## src/rtl/s2_rr_arbiter.sv

```systemverilog
// s2_rr_arbiter
//   Four-way round-robin arbiter that owns a shared, registered output mux
//   (an "S2" two-level select). The current owner moves up to BURST beats of
//   its data into the shared register. The grant then passes to the next
//   requester in rotating priority order.
//
// Ports
//   clk        sole clock, rising edge
//   clr        asynchronous active-high reset
//   req[3:0]   request per source
//   D0..D3     data per source, N bits each
//   gnt[3:0]   registered one-hot grant, all-zero when nobody owns the mux
//   A1,B1      select pins driven from sel[1]
//   A0,B0      select pins driven from sel[0]
//   sel[1:0]   registered index of the current or last owner
//   out        registered shared-register contents
//   out_valid  out holds a beat transferred at the previous edge
//   out_src    index of the source that supplied the beat in out
//   busy       high while a grant is active
module s2_rr_arbiter #(
   parameter int N     = 1,
   parameter int BURST = 4
) (
   input  logic         clk,
   input  logic         clr,
   input  logic [3:0]   req,
   input  logic [N-1:0] D0,
   input  logic [N-1:0] D1,
   input  logic [N-1:0] D2,
   input  logic [N-1:0] D3,
   output logic [3:0]   gnt,
   output logic         A1,
   output logic         B1,
   output logic         A0,
   output logic         B0,
   output logic [1:0]   sel,
   output logic [N-1:0] out,
   output logic         out_valid,
   output logic [1:0]   out_src,
   output logic         busy
);

   typedef enum logic {
      IDLE  = 1'b0,
      GRANT = 1'b1
   } state_t;

   localparam logic [3:0] LAST_BEAT = 4'(BURST - 1);

   state_t         state_r, state_s;
   logic [3:0]     gnt_r, gnt_s;
   logic [1:0]     sel_r, sel_s;
   logic [N-1:0]   out_r, out_s;
   logic           out_valid_r, out_valid_s;
   logic [1:0]     out_src_r, out_src_s;
   logic [3:0]     cnt_r, cnt_s;
   logic [1:0]     ptr_r, ptr_s;

   logic [1:0]     arb_ptr_s;
   logic [1:0]     win_s;
   logic           beat_s;
   logic           grant_end_s;
   logic [N-1:0]   owner_data_s;

   // First requester found when scanning from p upwards, wrapping mod 4.
   function automatic logic [1:0] pick_winner(input logic [3:0] r, input logic [1:0] p);
      logic [1:0] idx;
      logic       found;
      logic [1:0] win;
      found = 1'b0;
      win   = p;
      for (int k = 0; k < 4; k++) begin
         idx = p + 2'(k);
         if (!found && r[idx]) begin
            found = 1'b1;
            win   = idx;
         end else begin
            found = found;
         end
      end
      return win;
   endfunction

   function automatic logic [3:0] onehot(input logic [1:0] i);
      return 4'b0001 << i;
   endfunction

   // Data of the current owner, selected by the registered sel.
   always_comb begin
      owner_data_s = D0;
      case (sel_r)
         2'd0:    owner_data_s = D0;
         2'd1:    owner_data_s = D1;
         2'd2:    owner_data_s = D2;
         2'd3:    owner_data_s = D3;
         default: owner_data_s = D0;
      endcase
   end

   // Arbitration: in GRANT the pointer used is the one the grant end installs,
   // so the outgoing owner already ranks lowest when the same edge re-arbitrates.
   always_comb begin
      arb_ptr_s = ptr_r;
      if (state_r == GRANT) begin
         arb_ptr_s = sel_r + 2'd1;
      end else begin
         arb_ptr_s = ptr_r;
      end
      win_s       = pick_winner(req, arb_ptr_s);
      beat_s      = (state_r == GRANT) && req[sel_r];
      grant_end_s = (state_r == GRANT) && (!req[sel_r] || (cnt_r == LAST_BEAT));
   end

   // Next-state and next-output logic.
   always_comb begin
      state_s     = state_r;
      gnt_s       = gnt_r;
      sel_s       = sel_r;
      out_s       = out_r;
      out_valid_s = 1'b0;
      out_src_s   = out_src_r;
      cnt_s       = cnt_r;
      ptr_s       = ptr_r;

      case (state_r)
         IDLE: begin
            if (req != 4'b0000) begin
               state_s = GRANT;
               gnt_s   = onehot(win_s);
               sel_s   = win_s;
               cnt_s   = 4'd0;
            end else begin
               gnt_s   = 4'b0000;
            end
         end

         GRANT: begin
            if (beat_s) begin
               out_s       = owner_data_s;
               out_src_s   = sel_r;
               out_valid_s = 1'b1;
               cnt_s       = cnt_r + 4'd1;
            end else begin
               out_valid_s = 1'b0;
            end

            if (grant_end_s) begin
               ptr_s = sel_r + 2'd1;
               cnt_s = 4'd0;
               if (req != 4'b0000) begin
                  // Covers the lone-requester case too: winner == old owner.
                  gnt_s = onehot(win_s);
                  sel_s = win_s;
               end else begin
                  gnt_s   = 4'b0000;
                  state_s = IDLE;
               end
            end else begin
               ptr_s = ptr_r;
            end
         end

         default: begin
            state_s = IDLE;
            gnt_s   = 4'b0000;
            cnt_s   = 4'd0;
         end
      endcase
   end

   // State and output registers; clr aborts any grant in progress.
   always_ff @(posedge clk or posedge clr) begin
      if (clr) begin
         state_r     <= IDLE;
         gnt_r       <= 4'b0000;
         sel_r       <= 2'd0;
         out_r       <= '0;
         out_valid_r <= 1'b0;
         out_src_r   <= 2'd0;
         cnt_r       <= 4'd0;
         ptr_r       <= 2'd0;
      end else begin
         state_r     <= state_s;
         gnt_r       <= gnt_s;
         sel_r       <= sel_s;
         out_r       <= out_s;
         out_valid_r <= out_valid_s;
         out_src_r   <= out_src_s;
         cnt_r       <= cnt_s;
         ptr_r       <= ptr_s;
      end
   end

   assign gnt       = gnt_r;
   assign sel       = sel_r;
   assign A1        = sel_r[1];
   assign B1        = sel_r[1];
   assign A0        = sel_r[0];
   assign B0        = sel_r[0];
   assign out       = out_r;
   assign out_valid = out_valid_r;
   assign out_src   = out_src_r;
   assign busy      = (state_r == GRANT);

endmodule
```

## config.mk

```make
export PLATFORM = sky130hd
export DESIGN_NAME = s2_rr_arbiter
export DESIGN_NICKNAME = d
export VERILOG_FILES = /design/src/rtl/s2_rr_arbiter.sv
export SDC_FILE = /design/constraint.sdc
export NUM_CORES = 1
export LEC_CHECK = 0
export ABC_CLOCK_PERIOD_IN_PS = 2600
export CAP_MARGIN = 20
export CORE_AREA = 2 2 49 51
export CTS_CLUSTER_SIZE = 28
export DETAILED_ROUTE_END_ITERATION = 7
export DIE_AREA = 0 0 51 53
export GPL_ROUTABILITY_DRIVEN = 0
export MAX_ROUTING_LAYER = met4
export PLACE_DENSITY = 0.79
export SYNTH_ARGS = -nofsm -noshare
export SYNTH_HDL_FRONTEND = slang
export SYNTH_SLANG_ARGS = --single-unit
```

## constraint.sdc

```tcl
create_clock -name clk -period 2.6 [get_ports clk]
set_clock_uncertainty 0.15 [all_clocks]
set_input_delay 0.52 -clock clk [delete_from_list [all_inputs] [get_ports clk]]
set_output_delay 0.52 -clock clk [all_outputs]
set_load 0.03 [all_outputs]
```

; Word-level counts from Yosys, hierarchy flattened
; Cells that the tools add are included.
[word_totals]
input_bits = 10
word_cells = 75
output_inout_bits = 15
regBits = 17
[classes]
bitwise_logic = 1
addsub = 5
n_reduce_logical = 15
n_lt_le_gt_ge = 5
eq_ne = 7
muxes = 33
shift = 1
[ops]
columns = op, n
row1 = $mux W4, 5
row2 = $pmux W4 S2, 2
row3 = $lt A2 B3 Y1 const B, 5
row4 = $mux W1, 12
row5 = $mux W2, 6
row6 = $bmux W1 S2, 5
row7 = $reduce_and A2 Y1, 3
row8 = $logic_and A1 B1 Y1, 5
row9 = $add A2 B1 Y2 const B, 2
row10 = $add A2 B2 Y2 const B, 2
row11 = $add A4 B1 Y4 const B, 1
row12 = $eq A2 B2 Y1 const B, 2
row13 = $eq A4 B2 Y1 const B, 1
row14 = $logic_not A1 Y1, 4
row15 = $pmux W1 S4, 1
row16 = $pmux W2 S2, 1
row17 = $reduce_bool A4 Y1, 1
row18 = $shl A1 B2 Y4 const A, 1
row19 = $ne A3 B1 Y1 const B, 1
row20 = $eq A2 B1 Y1 const B, 1
row21 = $logic_not A2 Y1, 1
row22 = $ne A2 B1 Y1 const B, 1
row23 = $ne A2 B2 Y1 const B, 1
row24 = $pmux W1 S2, 1
row25 = 2 further kinds, 2

; Logic depth before layout (Yosys ltp)
; Gate-level depths: netlist (run 1).
[depth]
ltp_word = 18
ltp_mapped = 7
mapped_depth_nobuf = 7

; Worst setup path before layout (run 1)
; No wires, ideal clock.
[synth_timing]
path_type = reg-to-reg
from = register sel_r[1] (netlist: sel[1])
to = register gnt_r[2] (netlist: gnt[2])
period_less_slack_ps = 2330
required_time_ps = 2328
setup_ps = 122
path_buffers = 0
stages_incl_launch_ff = 7
arrival_time_ps = 2058
path_slack_ps = 270
path_cell_list = dfrtp_1 > inv_1 > ha_1 > mux2i_1 > nor3b_1 > o32ai_1 > a32o_1
[synth_via]
elab_chain_cells = 18
word_cells_on_any_way = 35
[synth_lines]
columns = element, line
row1 = start: declaration, 52  ; logic [1:0] sel_r, sel_s;
row2 = start signal: assignment, 185  ; sel_r <= sel_s;
row3 = branches (longest 18 deep; another with $add A2 B1 Y2), -
row4 = end signal: assignment, 184  ; gnt_r <= gnt_s;
row5 = end: declaration, 51  ; logic [3:0] gnt_r, gnt_s;
; Several ways; the timed one is not identified. The select of a mux whose other input is x is not followed.
; A chain may end at the register's enable or synchronous reset.

; Worst setup path in the final report (run 1)
[layout_timing]
from = register sel_r[0] (netlist: sel[0])
to = register gnt_r[1] (netlist: gnt[1])
; Same word-level chain as after synthesis.

==> results of run 1 <==
-- cells in the mapped netlist, drive strengths merged, types with 3 or more instances --
master  count
nor3        3
dfrtp      17
mux2i       4
a32o        4
inv         9
mux2        5
nand2       5
o21ai       6
buf         5
ha          5
a21oi       8
nor2        3
-- final timing paths --
check                           start          to  slack [ns]
max                            sel[0]      gnt[1]        0.34
min                        out_src[0]  out_src[0]        0.36
max reg2reg                    sel[0]      gnt[1]        0.34
min reg2reg                out_src[0]  out_src[0]        0.36
max in group asynchronous         clr    cnt_r[0]        1.46
min in group asynchronous         clr        busy        0.45
-- sequential cells by signal (all words and copies together) (netlist names) --
name       count
cnt_r          4
gnt            4
out_src        2
ptr_r          2
sel            2
busy           1
out            1
out_valid      1
-- report_power, final --
part	switching, mW	internal, mW
clock network	0.0773	0.0597
registers	0.0672	0.372
logic	0.594	0.499
total	0.739	0.931
-- routing by layer --
layer / part of all wire, % / routed length (um) / track usage [%]
met5: 0 / 0 / -
met4: 1.2 / 24 / 7.21
met2: 48 / 967 / 30.7
met1: 45 / 893 / 18.9
met3: 5.5 / 110 / 6.21
-- metrics by stage --
step           instance area [um2]  instances  setup WS (ns)  hold slack, ns  utilization, %
3_3_place_gp                  1240        141          0.187           0.322            57.5
5_1_grt                       1260        145          0.203           0.380            58.8
6_report                      1260        145          0.341           0.356            58.8
2_1_floorplan                  980         91          0.270           0.296               -
4_1_cts                       1260        145          0.335           0.357            58.8
3_5_place_dp                  1240        141          0.130           0.336            57.5
-- layout by cell type, fill, tap and decap left out, types with 2 or more instances in the layout --
cell type        netlist  layout
a21oi_1                8       8
a32o_1                 4       4
buf_4                  4       3
clkbuf_4               0       3
clkdlybuf4s50_1        0      24
dfrtp_1               17      17
ha_1                   5       5
inv_1                  9       9
mux2_2                 5       5
mux2i_1                4       4
nand2_1                5       5
nor2_1                 3       3
nor3_1                 3       3
o21a_1                 2       2
o21ai_0                2       2
o21ai_1                4       4
-- cells by family after synthesis --
kind of cell,count (synthesis),synth area share (%)
adders and majority gates,5,6.39
buffers and inverters,14,7.66
AOI/OAI and AO/OA,29,23.8
and+or+nand+nor,17,8.94
DFF,17,43.4
muxes,9,9.83
-- critical path: stages (launching register included) --
cell and delay (ns):
dfrtp_1 0.47, inv_1 0.17, ha_1 0.33, mux2i_1 0.07, buf_4 0.17, nor3b_1 0.14, o32a_1 0.39, a32o_1 0.26
-- area by class of cell --
| cell class | instances | share of cell area, % |
|---|---|---|
| Sequential cell | 17 | 33.7 |
| Multi-Input combinational cell | 60 | 38.0 |
| Clock buffer | 4 | 2.08 |
| Tap cell | 28 | 2.78 |
| Timing Repair Buffer | 27 | 20.8 |
| Inverter | 9 | 2.68 |
==> results.py, run 1 <==
metrics = {
    "floorplan": {
        "fp.dieW_um": 51,
        "floorplan.core_area_um2": 2150,
        "start_util_pct": 45.6,
        "num_io_pins": 25,
        "row_count": 17,
        "die_height_um": 53,
        "dieArea_um2": 2700,
    },
    "logic_synthesis": {
        "synth.ff_latch_count": 17,
        "synthArstFlopShare_pct": 100,
        "netlist.area_leader.share_pct": 43.4,
        "synthesis.nets": 106,
        "avgSynthCellArea_um2": 10.8,
        "syn_area_um2": 980,
        "ys_types": 30,
        "yosysSeqAreaShare_pct": 43.4,
        "synth_edf_count": 0,
        "synthTopCellsByArea": "dfrtp_1, ha_1, mux2_2",
        "synth_area_leader_cell": "dfrtp_1",
        "yosysWarnings": 0,
        "synthCells": 91,
        "synthFlopType": "dfrtp_1",
    },
    "worst_setup_path": {
        "worstRegToRegCells": 7,
        "path_class": "register to register",
        "start_kind": "register",
        "crit_fanout": 8,
        "cp-end-kind": "register",
        "cp.required_ns": 2.63,
        "arrival_ns": 2.29,
    },
    "sta": {
        "tightest_slew_ns": 0.617,
        "fmax_mhz": 443,
        "setup_violations": 0,
        "post-route-period-util_pct": 86.9,
        "rsz0062_at_grt": "false",
        "fin_tns_setup_ns": 0,
        "timing.slew.headroom_pct": 58.8,
        "maxSlewViolCount": 0,
        "fin_crit_ns": 2.26,
        "hold_viol": 0,
    },
    "clock_network": {
        "cts_root_buf": "clkbuf_4",
        "cts_buffer_depth": 2,
        "clkLatencyLatePin_ns": 0.29,
        "clkSinkCount": 17,
        "cts_tree": "done",
        "cts.repair.resized": 0,
        "path_clk_slew_ns": 0.09,
        "cts_hold_buf": 0,
        "post_cts_buffers": 0,
        "cts_made_buffers": 3,
        "h-tree-depth": 1,
    },
    "detailed_routing": {
        "ant_nets": 0,
        "vias_per_cell": 5.43,
        "vias": 787,
        "wl_um": 2000,
        "wire_per_inst_um": 13.8,
        "post-route-drc-count": 0,
        "drt-pass1-iter-count": 4,
        "drt_iter0_drc": 12,
    },
    "global_routing": {
        "antenna_found_initial": 0,
        "overflow": 0,
        "track_usage_pct": 17.9,
        "grt_pass1_wl_um": 3350,
        "grt_max_degree": 18,
        "grt_pass1_vias": 757,
    },
    "hold_path": {
        "min_path_type": "register to register",
        "whs_path_depth": 1,
    },
    "layout": {
        "area_growth_pct": 28.9,
        "fillers": 190,
        "antenna_cells": 0,
        "multiInputGateArea_um2": 479,
        "seqCellArea_um2": 425,
        "layout-drive-gt1-share_pct": 12.0,
        "layout.nets": 133,
    },
    "pwr": {
        "powerDensity_nw_per_um2": 1320,
        "power_leakage_nw": 0.547,
        "peakVddDrop_mv": 0.826,
        "p_total_mw": 1.67,
    },
    "status": {
        "status": "finished, final reports clean",
    },
    "place": {
        "dp_hpwl_um": 1540,
        "portBuffers": 24,
    },
    "flow_run": {
        "cap_viol_max_count": 0,
    },
}
Note: power is estimated with default switching activity, not from simulation.
==> run 2, diff against run 1 <==
- GPL_TIMING_DRIVEN: unset -> 0
- HOLD_SLACK_MARGIN: unset -> 0.08
==> run 2 against run 1 <==
Cell count is 1.4% higher. Clock power about the same. Critical path depth is 1 lower. Power up 1.9%. Count of clock-buffer cells in the layout unchanged. Die area unchanged. Fmax fell by 5.6%. Critical path type unchanged.
==> results.py, run 2 (synthesis gave the netlist of run 1 again) <==
metrics = {
    "status": {
        "status": "finished, final reports clean",
    },
    "sta": {
        "setup_violations": 0,
        "timing.slew.headroom_pct": 57.3,
        "fin_tns_setup_ns": 0,
        "hold_viol": 0,
        "tightest_slew_ns": 0.640,
        "fmax_mhz": 418,
        "maxSlewViolCount": 0,
        "rsz0062_at_grt": "false",
        "fin_crit_ns": 2.39,
        "whs_ns": 0.344,
        "post-route-period-util_pct": 92.0,
    },
    "clock_network": {
        "cts_root_buf": "clkbuf_4",
        "clkLatencyLatePin_ns": 0.28,
        "cts_made_buffers": 3,
        "h-tree-depth": 1,
        "cts_buffer_depth": 2,
        "path_clk_slew_ns": 0.09,
        "post_cts_buffers": 0,
        "cts_tree": "done",
        "clkSinkCount": 17,
    },
    "global_routing": {
        "antenna_found_initial": 0,
        "grt_pass1_vias": 812,
        "grt_max_degree": 18,
        "overflow": 0,
        "grt_pass1_wl_um": 3440,
        "track_usage_pct": 17.6,
    },
    "layout": {
        "mostFrequentLayoutCells": "clkdlybuf4s50_1, dfrtp_1, inv_1",
        "area_growth_pct": 31.2,
        "final_util_pct": 59.8,
        "final_common_cell": "clkdlybuf4s50_1",
        "layout.nets": 135,
        "antenna_cells": 0,
        "layout-drive-gt1-share_pct": 14.3,
    },
    "detailed_routing": {
        "wire_per_inst_um": 12.8,
        "vias": 775,
        "vias_per_cell": 5.27,
        "wl_um": 1890,
        "ant_nets": 0,
        "drt-pass1-iter-count": 4,
        "drt_iter0_drc": 10,
        "post-route-drc-count": 0,
    },
    "pwr": {
        "power_leakage_nw": 0.552,
        "clkPwrFrac_pct": 8.1,
        "pwr-share-comb_pct": 65.2,
        "p_switching_uw": 740,
        "peakVddDrop_mv": 0.857,
        "powerDensity_nw_per_um2": 1320,
        "sequentialPowerShare_pct": 26.7,
        "p_int_uw": 960,
        "swShare_pct": 43.5,
    },
    "place": {
        "portBuffers": 24,
        "dp_hpwl_um": 1460,
    },
    "floorplan": {
        "start_util_pct": 45.6,
        "die_height_um": 53,
        "floorplan.core_area_um2": 2150,
        "fp.dieW_um": 51,
        "num_io_pins": 25,
        "row_count": 17,
        "dieArea_um2": 2700,
    },
    "worst_setup_path": {
        "arrival_ns": 2.42,
        "path_class": "register to register",
        "cp-end-kind": "register",
        "crit_fanout": 9,
        "cp.required_ns": 2.63,
        "start_kind": "register",
    },
    "flow_run": {
        "cap_viol_max_count": 0,
    },
    "hold_path": {
        "min_path_type": "register to register",
    },
}
-- run 2: through the flow --
| step | total power, mW | std cells | instance area, um2 | worst slack, ns |
|---|---|---|---|---|
| after floorplan | 1.23 | 91 | 980 | 0.270 |
| after global placement | 1.53 | 143 | 1250 | 0.158 |
| after detailed placement | 1.56 | 143 | 1250 | 0.106 |
| after CTS | 1.70 | 147 | 1280 | 0.0933 |
| after global routing | 1.83 | 147 | 1280 | 0.0682 |
| final | 1.70 | 147 | 1280 | 0.208 |
-- run 2: layout make-up --
| type | instances | area [um2] |
|---|---|---|
| Sequential cell | 17 | 425 |
| Buffer | 5 | 41.3 |
| Inverter | 9 | 33.8 |
| Multi-Input combinational cell | 60 | 483 |
| Fill cell | 188 | 863 |
| Clock buffer | 4 | 26.3 |
| Timing Repair Buffer | 24 | 240 |
| Tap cell | 28 | 35.0 |
-- run 2: timing repair --
item	4_1_cts	5_1_grt
setup endpoints to repair	0	4
hold buffers	0	0
gates resized for setup	0	1
-- run 2: per-layer routing --
layer  GRT usage (%)  wire [um]  share of wire, %  up-vias
met5               -          0                 0        -
met4            7.66         32               1.7        0
met3            3.95         84               4.5        4
met2            30.7        889                47       24
met1            19.5        879                47      357
li1                -          -                 -      390
-- run 2: path summary, 6_finish.rpt --
check	from	endpoint	slack (ns)	cells past startpoint
min in group asynchronous	clr	cnt_r[0]	0.46	2
max reg2reg	sel[1]	gnt[2]	0.21	6
max	sel[1]	gnt[2]	0.21	6
max in group asynchronous	clr	out_src[0]	1.43	2
min reg2reg	out_src[0]	out_src[0]	0.34	1
min	out_src[0]	out_src[0]	0.34	1
-- run 2: power groups by stage --
stage | clock network, mW | logic, mW | registers, mW
after detailed placement | 0 | 1.10 | 0.459
after global routing | 0.155 | 1.21 | 0.474
after floorplan | 0 | 0.644 | 0.587
after global placement | 0 | 1.07 | 0.457
final | 0.138 | 1.11 | 0.454
after CTS | 0.146 | 1.11 | 0.453
-- run 2: critical path: stages, from the launching register on --
cell,delay (ns)
dfrtp_1,0.53
inv_1,0.16
ha_1,0.35
mux2i_2,0.35
nor3b_1,0.30
o32ai_1,0.17
a32o_1,0.28
